**config.mk**
```make
export PLATFORM = sky130hd
export DESIGN_NAME = atsc_viterbi_lane_dispatch
export DESIGN_NICKNAME = d
export VERILOG_FILES = /design/src/rtl/atsc_viterbi_lane_dispatch.sv
export SDC_FILE = /design/constraint.sdc
export NUM_CORES = 2
export LEC_CHECK = 0
export ABC_CLOCK_PERIOD_IN_PS = 19700
export CAP_MARGIN = 20
export CORE_ASPECT_RATIO = 1.5
export CORE_UTILIZATION = 44
export CTS_CLUSTER_SIZE = 24
export DETAILED_ROUTE_END_ITERATION = 8
export GPL_ROUTABILITY_DRIVEN = 0
export MAX_ROUTING_LAYER = met4
export PLACE_DENSITY = 0.7
export SLEW_MARGIN = 20
export SYNTH_ARGS = -nofsm -noshare
export SYNTH_HDL_FRONTEND = slang
export SYNTH_SLANG_ARGS = --single-unit
export TNS_END_PERCENT = 10
```
**constraint.sdc**
```tcl
create_clock -name ce_clk -period 19.7 [get_ports ce_clk]
set_input_delay 2.955 -clock ce_clk [delete_from_list [all_inputs] [get_ports ce_clk]]
set_output_delay 2.955 -clock ce_clk [all_outputs]
set_load 0.02 [all_outputs]
```
**src/rtl/atsc_viterbi_lane_dispatch.sv**
```systemverilog
// Round-robin packet dispatcher/collector for parallel Viterbi decoder lanes.
// Each packet goes whole to one lane; outputs are re-collected in input order with the header carried alongside.
module atsc_viterbi_lane_dispatch #(
  parameter int NUM_LANES = 4,
  parameter int WIDTH     = 32,
  parameter int HDR_WIDTH = 128,
  parameter int ORD_AW    = 4
) (
  input  logic                       ce_clk,
  input  logic                       ce_rst,
  input  logic [NUM_LANES-1:0]       lane_en,
  input  logic                       clear_cnt,
  input  logic [WIDTH-1:0]           in_tdata,
  input  logic [HDR_WIDTH-1:0]       in_tuser,
  input  logic                       in_tlast,
  input  logic                       in_tvalid,
  output logic                       in_tready,
  output logic [NUM_LANES*WIDTH-1:0] lane_i_tdata,
  output logic [NUM_LANES-1:0]       lane_i_tlast,
  output logic [NUM_LANES-1:0]       lane_i_tvalid,
  input  logic [NUM_LANES-1:0]       lane_i_tready,
  input  logic [NUM_LANES*WIDTH-1:0] lane_o_tdata,
  input  logic [NUM_LANES-1:0]       lane_o_tlast,
  input  logic [NUM_LANES-1:0]       lane_o_tvalid,
  output logic [NUM_LANES-1:0]       lane_o_tready,
  output logic [WIDTH-1:0]           out_tdata,
  output logic [HDR_WIDTH-1:0]       out_tuser,
  output logic                       out_tlast,
  output logic                       out_tvalid,
  input  logic                       out_tready,
  output logic [31:0]                pkt_in_cnt,
  output logic [31:0]                pkt_out_cnt,
  output logic [ORD_AW:0]            inflight
);

  localparam int LW    = (NUM_LANES > 1) ? $clog2(NUM_LANES) : 1;
  localparam int DEPTH = 1 << ORD_AW;

  typedef enum logic {IDLE, BUSY} state_t;

  typedef struct packed {
    logic [LW-1:0]        lane;
    logic [HDR_WIDTH-1:0] hdr;
  } ord_t;

  state_t            state, state_nx;
  logic [LW-1:0]     d_ptr, sel, cur, route;
  ord_t              mem [DEPTH];
  ord_t              head;
  logic [ORD_AW-1:0] wr_ptr, rd_ptr;
  logic [ORD_AW:0]   count;
  logic              full, empty, ok, in_acc, push, pop, done;

  assign full     = (count == (ORD_AW+1)'(DEPTH));
  assign empty    = (count == '0);
  assign head     = mem[rd_ptr];
  assign inflight = count;

  // First enabled lane at or after d_ptr, wrapping; scanning downward lets the nearest one win.
  always_comb begin
    int            j;
    logic [LW-1:0] jl;
    // NOTE: combinational blocks use blocking '=' with every output defaulted first, so no latch is inferred;
    // clocked blocks use '<=' only.
    cur = d_ptr;
    j   = 0;
    jl  = '0;
    for (int i = NUM_LANES - 1; i >= 0; i--) begin
      j = int'(d_ptr) + i;
      if (j >= NUM_LANES) j = j - NUM_LANES;
      jl = LW'(j);
      if (lane_en[jl]) cur = jl;
    end
  end

  // Dispatch: route is frozen to sel while a packet is in progress.
  always_comb begin
    state_nx      = state;
    route         = (state == BUSY) ? sel : cur;
    ok            = !ce_rst && ((state == BUSY) || ((|lane_en) && !full));
    in_tready     = ok && lane_i_tready[route];
    lane_i_tvalid = '0;
    if (ok && in_tvalid) lane_i_tvalid[route] = 1'b1;
    in_acc        = in_tvalid && in_tready;
    push          = in_acc && (state == IDLE);
    done          = in_acc && in_tlast;
    if (done)      state_nx = IDLE;
    else if (push) state_nx = BUSY;
  end

  assign lane_i_tdata = {NUM_LANES{in_tdata}};
  assign lane_i_tlast = {NUM_LANES{in_tlast}};

  // Collector: only the lane holding the oldest in-flight packet may drain.
  always_comb begin
    lane_o_tready = '0;
    out_tvalid    = 1'b0;
    if (!empty && !ce_rst) begin
      out_tvalid                = lane_o_tvalid[head.lane];
      lane_o_tready[head.lane]  = out_tready;
    end
  end

  assign out_tdata = lane_o_tdata[int'(head.lane)*WIDTH +: WIDTH];
  assign out_tlast = lane_o_tlast[head.lane];
  assign out_tuser = head.hdr;
  assign pop       = out_tvalid && out_tready && out_tlast;

  always_ff @(posedge ce_clk) begin
    if (ce_rst) begin
      state       <= IDLE;
      d_ptr       <= '0;
      sel         <= '0;
      wr_ptr      <= '0;
      rd_ptr      <= '0;
      count       <= '0;
      pkt_in_cnt  <= '0;
      pkt_out_cnt <= '0;
    end else begin
      state <= state_nx;
      if (push) begin
        sel    <= cur;
        wr_ptr <= wr_ptr + 1'b1;
      end
      if (pop) rd_ptr <= rd_ptr + 1'b1;
      if (done) d_ptr <= (route == LW'(NUM_LANES - 1)) ? '0 : route + 1'b1;
      case ({push, pop})
        2'b10:   count <= count + 1'b1;
        2'b01:   count <= count - 1'b1;
        default: count <= count;
      endcase
      if (clear_cnt) begin
        pkt_in_cnt  <= '0;
        pkt_out_cnt <= '0;
      end else begin
        if (done) pkt_in_cnt  <= pkt_in_cnt + 1'b1;
        if (pop)  pkt_out_cnt <= pkt_out_cnt + 1'b1;
      end
    end
  end

  // NOTE: the order storage is deliberately not reset; the pointers and count define validity,
  // and leaving the array out of reset lets it map onto plain RAM.
  always_ff @(posedge ce_clk) begin
    if (push) mem[wr_ptr] <= '{lane: cur, hdr: in_tuser};
  end

endmodule

```
==> impl_metrics.toml <==
[logic_synthesis]
synth_seq_cells = 2166
synth_area_per_cell_um2 = 22.2
synth.cell_area_mm2 = 0.0848
synth_ff_type = "edfxtp_1"
synthArstFlopShare = 0
synthDistinctLibCells = 69
synthCells = 3817
synth_edf_count = 2080
yosys_warnings = 0
seq_area_frac_synth = 0.757
syn-num-nets = 4142

[drt]
drt_iter0_markers = 3923
wl_met1_mm = 79.3
routed_via_density = 5.90
wl_met2_mm = 107
dr.pass1.iters = 5
top_layer_used = "met4"
drt-total-wl_mm = 214
detailroute.via_count = 41100
drc = 0
postRouteAntennaNets = 0
wl_per_cell_um = 30.7
dr_wl_met3_mm = 17.8

[power_and_ir_drop]
p_int_uw = 7260
comb_power_share = 0.040
ir_worst_vdd_mv = 0.104
clkPwrFrac = 0.403
p_leak_uw = 0.0294
switching_share = 0.203
power_switching_uw = 1850
seq_power_share = 0.557
p_per_area_mw_per_mm2 = 92.7

[critical_path]
crit_type = "reg -> out"
worstPathArrival_ns = 6.63
cp_cell_sequence = "buf_4, buf_4, buf_4, buf_4, mux4_2, mux4_2, clkdlybuf4s50_1"
crit_path_start_kind = "flip-flop"
worst_path_most_repeated_cell = "buf_4"
cp.required_ns = 16.75
path_max_fanout = 43
cpLargestDelayFamily = "buffers and inverters"
slowest_delay_ns = 0.86
end_kind = "output port"
crit_path_top_delay_cell = "dfxtp_4"
critPathBufInv = 5

[sta]
timing.final.hold_violations = 0
tns_ns = 0
tightest_slew_ns = 1.14
holdWs_ns = 0.458
rsz0062_at_grt = "false"
min_period_over_period = 0.487
maxSlewViolCount = 0
fin_skew_ns = 0.0881
setup_viol = 0
worst_slack_ns = 10.11
timing.fmax_mhz = 104
relSlewSlack = 0.237
post-route-min-period_ns = 9.59

[cts]
clockBufferDepth = 4
clk_latency_ns = 0.86
post_cts_resized = 0
cts_made_buffers = 198
postCtsSetupBuffers = 0
cts_sinks = 2166
cts.hold.buffers_added = 0
htree_levels = 4
clk_pin_slew_worst_paths_ns = 0.07
cts_tree = "built"
root_buffer = "clkbuf_16"

[layout]
drive_gt1_frac = 0.236
syn2layout_area_growth_pct = 15.9
multi_input_area_mm2 = 0.0188
final_core_util = 0.512
fill_cells = 14800
seq_area_mm2 = 0.0642
layout_common_cells = "edfxtp_1, mux4_2, clkdlybuf4s50_1"
final_common_cell = "edfxtp_1"
fin_area_mm2 = 0.0982
final_nets = 4616

[floorplanning]
fp-row-count = 197
start_util = 0.442
core_mm2 = 0.192
ioPinCount = 682
die_w_um = 360
die_h_um = 540
die-area_mm2 = 0.194

[placement]
placed_cell_area_mm2 = 0.0920
place_ws_ns = 10.76
portBuffers = 521
detailed_place_hpwl_mm = 122

[global_route]
grt_pass1_vias = 42400
grt_pass1_wl_mm = 306
grt.overflow.total = 0
antenna_found_initial = 47
grt_max_degree = 148
track_usage = 0.226

[job]
maxCapViolations = 0

[worst_hold_path]
hp-class = "reg -> reg"

[outcome]
status = "finished, final reports clean"
-- cell usage after synthesis, types with 3 or more instances --
| cell type | n | area [µm²] |
|---|---|---|
| nand3b_1 | 5 | 37.5 |
| mux2i_1 | 77 | 771 |
| a2111o_1 | 9 | 101 |
| nor2_1 | 34 | 128 |
| edfxtp_1 | 2080 | 62500 |
| a21boi_0 | 3 | 22.5 |
| o21ai_0 | 59 | 295 |
| mux2_2 | 36 | 405 |
| and4_1 | 5 | 43.8 |
| inv_1 | 16 | 60.1 |
| buf_2 | 9 | 45.0 |
| nand2_1 | 116 | 435 |
| xnor2_1 | 4 | 35.0 |
| dfxtp_1 | 86 | 1720 |
| buf_1 | 66 | 248 |
| o31ai_1 | 8 | 60.1 |
| or4_1 | 8 | 60.1 |
| inv_2 | 3 | 11.3 |
| clkbuf_1 | 118 | 443 |
| and2_1 | 24 | 150 |
| a211oi_1 | 27 | 203 |
| buf_4 | 133 | 998 |
| nor3_1 | 8 | 40.0 |
| nand4_1 | 10 | 62.6 |
| o21a_1 | 4 | 30.0 |
| nor3b_1 | 3 | 22.5 |
| a22oi_1 | 4 | 30.0 |
| mux4_2 | 633 | 14300 |
| or3_1 | 33 | 206 |
| xor2_1 | 6 | 52.6 |
| nand2b_1 | 4 | 25.0 |
| a21oi_1 | 63 | 315 |
| and3_1 | 7 | 43.8 |
| o211ai_1 | 3 | 22.5 |
| nor2b_1 | 21 | 131 |
| nor4_1 | 5 | 31.3 |
| o21ai_1 | 4 | 20.0 |
| nand3_1 | 26 | 130 |
| ha_1 | 15 | 188 |
-- cell type report --
type,instances,area share
clock inverter,96,0.00914
inverter,19,0.000726
clock buffer,254,0.0526
multi-input combinational,1304,0.192
antenna,42,0.00107
tap,2487,0.0317
sequential,2166,0.653
timing repair buffer,602,0.0598
-- worst paths after layout --
| check | start | to | slack, ns | cells after the start |
|---|---|---|---|---|
| worst min register to register | rd_ptr[3] | flip-flop | 0.46 | 1 |
| worst max-delay path | flip-flop | out_tuser[62] | 10.11 | 7 |
| worst min-delay path | rd_ptr[3] | flip-flop | 0.46 | 1 |
| worst max register to register | flip-flop | inflight[4] | 14.20 | 15 |
-- metrics by stage --
| step | total power, µW | std cells |
|---|---|---|
| 2_1_floorplan | 5350 | 3817 |
| 3_3_place_gp | 5520 | 6577 |
| 3_5_place_dp | 5530 | 6577 |
| 4_1_cts | 9190 | 6927 |
| 5_1_grt | 9360 | 6969 |
| 6_report | 9110 | 6970 |
-- per-layer routing --
layer,track usage,up-vias
li1,-,17000
met1,0.265,22000
met2,0.367,1691
met3,0.0603,438
met4,0.0986,0
met5,-,-
-- cells by family (layout without fill, tap and decap cells) --
kind of cell             after synthesis  in the layout  synth area share
AO/OA/AOI/OAI                        210            210            0.0163
XOR/XNOR                              10             10           0.00103
adder cells (fa/ha/maj)               15             15           0.00221
buffers and inverters                347            971            0.0216
flip-flops                          2166           2166             0.757
multiplexers                         746            746             0.182
other                                  0             42                 0
AND/OR/NAND/NOR                      323            323            0.0198
-- power by group through the flow --
stage                     logic [µW]  clock network (µW)  registers (µW)
after floorplan                  179                   0            5170
after global placement           353                   0            5170
after detailed placement         360                   0            5170
after CTS                        361                3750            5070
after global routing             381                3910            5070
final                            361                3680            5070
-- registers in the layout, summed over array words and instances, names as in the netlist, named ones only --
signal / cells
d_ptr: 2
inflight: 5
pkt_in_cnt: 32
state: 1
rd_ptr: 4
mem: 2080
pkt_out_cnt: 32
sel: 2
wr_ptr: 4
-- worst register-to-register path, stage by stage, from the launching register on --
cell and delay [ns]:
dfxtp_4 0.93, buf_4 0.64, mux4_2 0.43, mux2i_1 0.38, mux2_2 0.38, o221a_2 0.28
o22ai_2 0.51, ha_1 0.47, xor2_1 0.19, ha_1 0.22, o21ai_0 0.10, a21oi_1 0.18
a21oi_1 0.10, xor2_1 0.14, or3_1 0.31, a21oi_1 0.14
No activity file was read; power rests on OpenSTA's default activity.
